==> src/rtl/axi_bram_pkg.sv <==
// axi_bram2axis shared types: FSM encoding, beat sizing, depth helper.
// Depth rounds up when AXI_B2AS_TKEEP_EN is defined, down otherwise.
package axi_bram_pkg;

  typedef enum logic [1:0] {
    IDLE  = 2'd0,
    READ  = 2'd1,
    FLUSH = 2'd3
  } b2as_state_e;

  localparam int DATA_WIDTH_DEF = 128;
  localparam int BYTES_PER_BEAT = DATA_WIDTH_DEF / 8;

  function automatic logic [63:0] calc_depth(
    input logic [63:0] nbytes,
    input int unsigned bpb
  );
`ifdef AXI_B2AS_TKEEP_EN
    return (nbytes + 64'(bpb) - 64'd1) / 64'(bpb);
`else
    return nbytes / 64'(bpb);
`endif
  endfunction

endpackage

==> src/rtl/axi_b2as_fifo.sv <==
// Output FIFO for axi_bram2axis: power-of-2 entries, count output,
// simultaneous push and pop.
module axi_b2as_fifo #(
  parameter int W     = 129,
  parameter int DEPTH = 8
) (
  input  logic                     clk,
  input  logic                     rst,
  input  logic                     push,
  input  logic [W-1:0]             din,
  input  logic                     pop,
  output logic [W-1:0]             dout,
  output logic                     empty,
  output logic [$clog2(DEPTH):0]   count
);

  localparam int PW = $clog2(DEPTH);

  logic [W-1:0]  mem [DEPTH];
  logic [PW-1:0] wp;
  logic [PW-1:0] rp;

  always_ff @(posedge clk) begin
    if (push) mem[wp] <= din;
  end

  always_ff @(posedge clk) begin
    if (rst) begin
      wp    <= '0;
      rp    <= '0;
      count <= '0;
    end else begin
      if (push) wp <= wp + PW'(1);
      if (pop)  rp <= rp + PW'(1);
      unique case ({push, pop})
        2'b10:   count <= count + (PW+1)'(1);
        2'b01:   count <= count - (PW+1)'(1);
        default: count <= count;
      endcase
    end
  end

  assign dout  = mem[rp];
  assign empty = (count == '0);

endmodule

==> src/rtl/axi_bram2axis.sv <==
// Streams BRAM words 0..depth-1 out as AXI4-Stream with credit-limited reads.
// Define AXI_B2AS_TKEEP_EN to add m_axis_tkeep and ceil-rounded depth.
module axi_bram2axis
  import axi_bram_pkg::*;
#(
  parameter int AXI_DATA_WIDTH      = DATA_WIDTH_DEF,
  parameter int AXI_XFER_SIZE_WIDTH = 32,
  parameter int BRAM_ADDR_WIDTH     = 32,
  parameter int BRAM_DATA_WIDTH     = DATA_WIDTH_DEF,
  parameter int BRAM_DELAY          = 2,
  parameter int FIFO_DEPTH          = 8
) (
  input  logic                           clk,
  input  logic                           rst,
  input  logic                           i_b2as_start,
  output logic                           o_b2as_done,
  input  logic [AXI_XFER_SIZE_WIDTH-1:0] i_b2as_data_size_bytes,
  output logic                           o_b2as_rden,
  output logic [BRAM_ADDR_WIDTH-1:0]     o_b2as_rdaddr,
  input  logic [BRAM_DATA_WIDTH-1:0]     i_b2as_rddata,
  output logic                           m_axis_tvalid,
  input  logic                           m_axis_tready,
  output logic [AXI_DATA_WIDTH-1:0]      m_axis_tdata,
`ifdef AXI_B2AS_TKEEP_EN
  output logic [AXI_DATA_WIDTH/8-1:0]    m_axis_tkeep,
`endif
  output logic                           m_axis_tlast
);

  localparam int BPB = BRAM_DATA_WIDTH / 8;
  localparam int CW  = $clog2(FIFO_DEPTH) + 1;
  localparam int AW1 = BRAM_ADDR_WIDTH + 1;

  b2as_state_e           state;
  logic [AW1-1:0]        depth;
  logic [AW1-1:0]        new_depth;
  logic [AW1-1:0]        rd_addr;
  logic [AW1-1:0]        ret_cnt;
  logic [CW-1:0]         inflight;
  logic [CW-1:0]         fcount;
  logic [CW:0]           used;
  logic [BRAM_DELAY-1:0] pipe;
  logic                  push;
  logic                  pop;
  logic                  fempty;
  logic                  push_last;
  logic                  last_hs;
  logic [BRAM_DATA_WIDTH:0] head;

  assign new_depth = AW1'(calc_depth(64'(i_b2as_data_size_bytes), BPB));
  assign used      = {1'b0, inflight} + {1'b0, fcount};

  // Credit covers both reads still in the BRAM pipe and words parked in the FIFO.
  assign o_b2as_rden   = (state == READ) && (rd_addr < depth) &&
                         (used < (CW+1)'(FIFO_DEPTH));
  assign o_b2as_rdaddr = rd_addr[BRAM_ADDR_WIDTH-1:0];

  assign push      = pipe[BRAM_DELAY-1];
  assign push_last = (ret_cnt == depth - AW1'(1));

  assign m_axis_tvalid = !fempty;
  assign pop           = m_axis_tvalid && m_axis_tready;
  assign m_axis_tlast  = head[BRAM_DATA_WIDTH];
  assign m_axis_tdata  = head[BRAM_DATA_WIDTH-1:0];
  assign last_hs       = pop && m_axis_tlast;

  axi_b2as_fifo #(
    .W     (BRAM_DATA_WIDTH + 1),
    .DEPTH (FIFO_DEPTH)
  ) u_fifo (
    .clk   (clk),
    .rst   (rst),
    .push  (push),
    .din   ({push_last, i_b2as_rddata}),
    .pop   (pop),
    .dout  (head),
    .empty (fempty),
    .count (fcount)
  );

`ifdef AXI_B2AS_TKEEP_EN
  localparam int RW = $clog2(BPB);
  logic [RW-1:0] rem;

  assign m_axis_tkeep = (m_axis_tlast && rem != '0) ?
                        ~({BPB{1'b1}} << rem) : {BPB{1'b1}};
`endif

  always_ff @(posedge clk) begin
    if (rst) begin
      state       <= IDLE;
      depth       <= '0;
      rd_addr     <= '0;
      ret_cnt     <= '0;
      inflight    <= '0;
      pipe        <= '0;
      o_b2as_done <= 1'b1;
`ifdef AXI_B2AS_TKEEP_EN
      rem         <= '0;
`endif
    end else begin
      pipe     <= BRAM_DELAY'({pipe, o_b2as_rden});
      inflight <= inflight + CW'(o_b2as_rden) - CW'(push);
      if (o_b2as_rden) rd_addr <= rd_addr + AW1'(1);
      if (push)        ret_cnt <= ret_cnt + AW1'(1);
      unique case (state)
        IDLE: begin
          if (i_b2as_start) begin
            depth       <= new_depth;
            rd_addr     <= '0;
            ret_cnt     <= '0;
            o_b2as_done <= 1'b0;
            state       <= (new_depth != '0) ? READ : FLUSH;
`ifdef AXI_B2AS_TKEEP_EN
            rem         <= i_b2as_data_size_bytes[RW-1:0];
`endif
          end
        end
        READ: begin
          if (rd_addr == depth) state <= FLUSH;
        end
        FLUSH: begin
          // Reads return in order, so the tlast handshake is the final event.
          if (depth == '0 || last_hs) begin
            state       <= IDLE;
            o_b2as_done <= 1'b1;
          end
        end
        default: begin
          state       <= IDLE;
          o_b2as_done <= 1'b1;
        end
      endcase
    end
  end

endmodule

==> config.mk <==
export PLATFORM = sky130hd
export DESIGN_NAME = axi_bram2axis
export DESIGN_NICKNAME = d
export VERILOG_FILES = /design/src/rtl/axi_bram_pkg.sv /design/src/rtl/axi_b2as_fifo.sv /design/src/rtl/axi_bram2axis.sv
export SDC_FILE = /design/constraint.sdc
export NUM_CORES = 1
export LEC_CHECK = 0
export ABC_AREA = 1
export CORE_ASPECT_RATIO = 1.2
export CORE_MARGIN = 3
export CORE_UTILIZATION = 45
export DETAILED_ROUTE_END_ITERATION = 10
export PLACE_DENSITY = 0.7
export SYNTH_ARGS = -nofsm -noshare
export SYNTH_HDL_FRONTEND = slang
export SYNTH_HIERARCHICAL = 1
export SYNTH_SLANG_ARGS = --single-unit
==> constraint.sdc <==
create_clock -name clk -period 7.3 [get_ports clk]
set_input_delay 1.46 -clock clk [delete_from_list [all_inputs] [get_ports clk]]
set_output_delay 1.46 -clock clk [all_outputs]
set_load 0.05 [all_outputs]
## Yosys cells after proc, flatten, opt, wreduce, memory -nomap -nowiden

Memories as Yosys holds them, arrays and structs flattened. A register that Yosys moved wholly into a read port is not among the register bits.
Cells that the tools add are included.

- Register bits: 113
- Bits in latches: 0
- Bits in writable memories: 1,032
- ROM bits: 0
- Bits of input ports: 164
- Output and inout port bits: 164
- Logic and storage cells: 66
- Memories kept: 1

- Add/subtract/negate cells: 10
- $mul: 0
- Div/mod/pow operators: 0
- Order comparisons: 2
- Equality and inequality tests: 9
- Shifts and indexed selects: 0
- Muxes and demuxes: 19
- Bitwise gates (word level): 1
- Reduce and logical (&&, ||, !) cells: 14

Memories:

| memory | words | bits a word | read ports | clocked after Yosys merged registers in | wr ports | line | source |
|---|---|---|---|---|---|---|---|
| u_fifo.mem | 8 | 129 | 1 | 1 | 1 | axi_b2as_fifo.sv:19 | `logic [W-1:0] mem [DEPTH];` |

Operators with widths:

| operator | number |
|---|---|
| two-way mux 33 bit | 6 |
| adder 33 x 1 -> 33 bit (second input constant) | 2 |
| equality test 33 x 28 -> 1 bit | 1 |
| equality test 33 bit | 1 |
| logical NOT 33 bit | 1 |
| less-than comparator 33 x 28 -> 1 bit | 1 |
| nonzero test 33 bit | 1 |
| subtractor 28 x 1 -> 29 bit (second input constant) | 1 |
| two-way mux 2 bit | 4 |
| one-hot mux 4 bit (2 select lines) | 1 |
| adder 3 x 1 -> 3 bit (second input constant) | 2 |
| two-way mux 3 bit | 2 |
| one-hot mux 2 bit (3 select lines) | 1 |
| AND reduction 3 bit | 2 |
| adder 4 x 4 -> 5 bit | 1 |
| less-than comparator 5 x 4 -> 1 bit (second input constant) | 1 |
| adder 4 x 1 -> 4 bit | 1 |
| adder 4 x 1 -> 4 bit (second input constant) | 1 |
| equality test 2 x 1 -> 1 bit (second input constant) | 2 |
| equality test 2 bit (second input constant) | 2 |
| logical AND 1 bit | 4 |
| logical NOT 4 bit | 1 |
| two-way mux 1 bit | 4 |
| inequality test 2 bit (second input constant) | 2 |
| 10 further kinds | 10 |

## Depth between registers and ports, before layout

- Depth in word-level cells: 7
- Depth in mapped cells: 18
- Depth with buffers taken out: 17

## Hierarchy

Netlist, hierarchy kept.

By module, submodules not included:

| module | instances | cells each | area an instance (sq um) |
|---|---|---|---|
| axi_b2as_fifo | 1 | 2,981 | 40,664.0 |
| axi_bram2axis | 1 | 1,108 | 7,209.4 |

## Worst setup path before layout

No wires, ideal clock.

- Path kind: reg2reg
- Start: reg pipe[1]
- End: mem u_fifo.mem[0][0] (enable)
- Data arrival time: 6,182 ps
- Required time: 6,681 ps
- Setup slack: 499 ps
- Cell stages (with the launch flop): 4
- Buffers on the path: 0
- Period minus slack after synthesis: 6,801 ps
- Cell sequence: dfxtp_1 -> inv_1 -> or2_2 -> nor2_1

- Longest elaborated chain between the ends: 2

RTL lines:

| what | line | source |
|---|---|---|
| from (decl) | axi_bram2axis.sv:42 | `logic [BRAM_DELAY-1:0] pipe;` |
| from (signal assigned) | axi_bram2axis.sv:102 | `pipe <= BRAM_DELAY'({pipe, o_b2as_rden});` |
| two-way mux 1 bit | axi_b2as_fifo.sv:24 | `if (push) mem[wp] <= din;` |
| two-way mux 1 bit (implied by the code) | axi_b2as_fifo.sv:24 |  |
| to (decl) | axi_b2as_fifo.sv:19 |  |

No other way between the ends.

==> impl_metrics.csv <==
group,metric,value,unit
outcome,status,"complete, no violations",
final_layout,utilization,53.0,%
yosys,yosysTopAreaCell,"edfxtp_1",
sta,min_period,5580,ps
setup_path,worstPathArrival,4120,ps
sta,skew,22.6,ps
cts,cts.clk_slew.worst_paths,60,ps
floorplanning,die-area,110000,µm²
routing,via_per_inst,5.31,
final_layout,regArea,33300,µm²
cts,cts_tree,"built",
yosys,async_reset_ff_share,0,%
placement,dp_hpwl,63700,µm
pwr,p_leak,19.1,nW
sta,fmax,179,MHz
sta,maxSlewViolCount,0,
yosys,synthCells,4089,
yosys,syn-num-nets,4297,
grt,grt_usage,20.0,%
yosys,seq_area_frac_synth,69.6,%
yosys,synth_ff_type,"edfxtp_1",
floorplanning,coreArea,105000,µm²
cts,cts_htree_levels,3,
cts,cts_buffers,110,
final_layout,nFillCells,8756,
final_layout,layout-drive-gt1-share,5.90,%
grt,grt-ovfl-total,0,
routing,routed_wl,113000,µm
routing,post-route-drc-count,0,
yosys,synth.top_cell.area_share,64.7,%
cts,cts_resized,0,
sta,hold_viol_final,0,
placement,gp_congestion,0.891,
final_layout,multi_input_area,12600,µm²
floorplanning,die_x,304,µm
grt,grt_pass1_vias,30021,
cts,root_buffer,"clkbuf_16",
floorplanning,ios,328,
routing,first_iter_violations,2286,
sta,slew_headroom,26.2,%
setup_path,cp-start-kind,"flip-flop",
yosys,synth_cell_types,43,
final_layout,fin_nets,4535,
routing,final_antenna_net_count,0,
grt,antenna_found_initial,18,
pwr,vdd.ir_drop.worst,0.285,mV
placement,portBuffers,323,
routing,vias,30897,
min_path,hold_class,"reg2reg",
cts,cts.sinks,1148,
sta,max_slew.worst_pin.slew,1110,ps
grt,grt_max_degree,145,
yosys,synth_edf_count,1032,
final_layout,synthToLayoutAreaGrowth,16.2,%
cts,hold_buffers,0,
yosys,ys_ff_latch,1148,
setup_path,cp-end-kind,"primary output",
grt,grt_pass1_wl,172000,µm
sta,min_period_over_period,76.5,%
floorplanning,die_y,363,µm
flow_run,drv_cap,0,
yosys,ys_top_cells_by_area,"edfxtp_1 65%, nor2_1 5.5%, dfxtp_1 4.9%, nand2_1 4.8%, o21ai_0 4.0%",
yosys,yosys_warnings,6,
pwr,p_per_area,334,nW/µm²
routing,routedWlPerCell,19.5,µm
cts,postCtsSetupBuffers,0,
floorplanning,rows,130,
setup_path,crit_path_max_fanout,57,
floorplanning,initial_utilization,45.6,%
yosys,netlist_area,47900,µm²
cts,clock_latency,730,ps
cts,clockBufferDepth,3,
sta,rsz0062_at_grt,"no",
routing,dr.pass1.iters,5,
setup_path,critPathKind,"reg2out",
sta,finalSetupTns,0,ps
setup_path,worstPathRequired,5840,ps
yosys,synth.avg_cell_area,11.7,µm²
sta,setup_viol,0,
==> worst max-delay path, cell delays in order, from the launching register on <==
cell and delay, ps:
dfxtp_4 710, buf_4 680, buf_4 810, nand2_1 110, nand2_1 220, clkdlybuf4s50_1 850
==> power by group <==
part	switching (mW)	total, mW	internal (mW)
Clock	2.43	5.59	3.16
Sequential	0.175	7.45	7.28
Combinational	3.82	5.56	1.74
==> cell families (layout without fill, tap and decap cells) <==
kind of cell,after synthesis,in the layout,synth area share [%]
flip-flops,1148,1148,69.6
AO/OA/AOI/OAI,775,775,8.51
other,0,11,0
buffers and inverters,422,754,4.18
AND/OR/NAND/NOR,1512,1512,12.8
adder cells (fa/ha/maj),44,44,1.17
XOR/XNOR,59,59,1.08
multiplexers,129,129,2.70
==> layout by cell type, fill, tap and decap left out, drive strengths merged, types with 4 or more instances in the layout <==
cell type      netlist  final
buf                145     47
dfxtp              116    116
nand2              625    625
nand4               33     33
nor3                30     30
nand3b               6      6
clkdlybuf4s50        0    323
a21oi               61     61
diode                0     11
xnor2               20     20
ha                  43     43
o22ai              129    129
clkbuf              99    140
o21bai               4      4
nor2               721    721
xor2                39     39
a211oi               4      4
clkinv               1     50
mux2i              129    129
edfxtp            1032   1032
nand3               79     79
nor4                11     11
o21ai              571    571
bufinv               0      8
inv                177    184
==> per-layer routing <==
metal	wire length [µm]	vias to the layer above	track usage (%)
met5	86	-	0
met4	2680	12	6.29
met3	7780	175	5.18
li1	-	14870	-
met1	46700	15025	24.6
met2	55900	815	34.5
==> state kept, by name, summed over array words and instances (netlist names), named ones only <==
register      cells
depth            28
inflight          4
o_b2as_done       1
pipe              2
rd_addr          33
ret_cnt          33
state             2
u_fifo/count      4
u_fifo/mem     1032
u_fifo/rp         3
u_fifo/wp         3
==> path summary, 6_finish.rpt <==
check,startpoint,endpoint,slack [ps],cells past startpoint
worst max-delay path,flip-flop,m_axis_tdata[58],1720,5
worst min-delay path,pipe[0],pipe[1],400,2
worst max register to register,pipe[1],u_fifo/mem[0][72],3900,5
worst min register to register,pipe[0],pipe[1],400,2
==> area by class of cell <==
type | count | share of cell area, %
Timing Repair Buffer | 370 | 6.60
Clock buffer | 140 | 5.30
Clock inverter | 66 | 1.14
Tap cell | 1386 | 3.12
Multi-Input combinational cell | 2519 | 22.7
Sequential cell | 1148 | 59.9
Inverter | 178 | 1.22
Antenna cell | 11 | 0.0495
==> through the flow <==
| stage | cells | hold WS, ps | instance area [µm²] | power, mW | worst slack [ps] |
|---|---|---|---|---|---|
| 2_1_floorplan | 4089 | 388 | 47900 | 11.4 | 499 |
| 3_3_place_gp | 5601 | 393 | 52000 | 13.1 | 2410 |
| 3_5_place_dp | 5601 | 399 | 52000 | 13.2 | 2440 |
| 4_1_cts | 5807 | 406 | 55600 | 18.8 | 1630 |
| 5_1_grt | 5812 | 467 | 55600 | 19.4 | 1510 |
| 6_report | 5818 | 404 | 55600 | 18.6 | 1720 |
==> cell usage after synthesis (all sizes together) (4+ instances only) <==
library cell	count
edfxtp	1032
nor2	721
nand2	625
o21ai	571
inv	177
buf	145
mux2i	129
o22ai	129
dfxtp	116
clkbuf	99
nand3	79
a21oi	61
ha	43
xor2	39
nand4	33
nor3	30
xnor2	20
nor4	11
nand3b	6
a211oi	4
o21bai	4
Power figures use the tool's default switching activity.
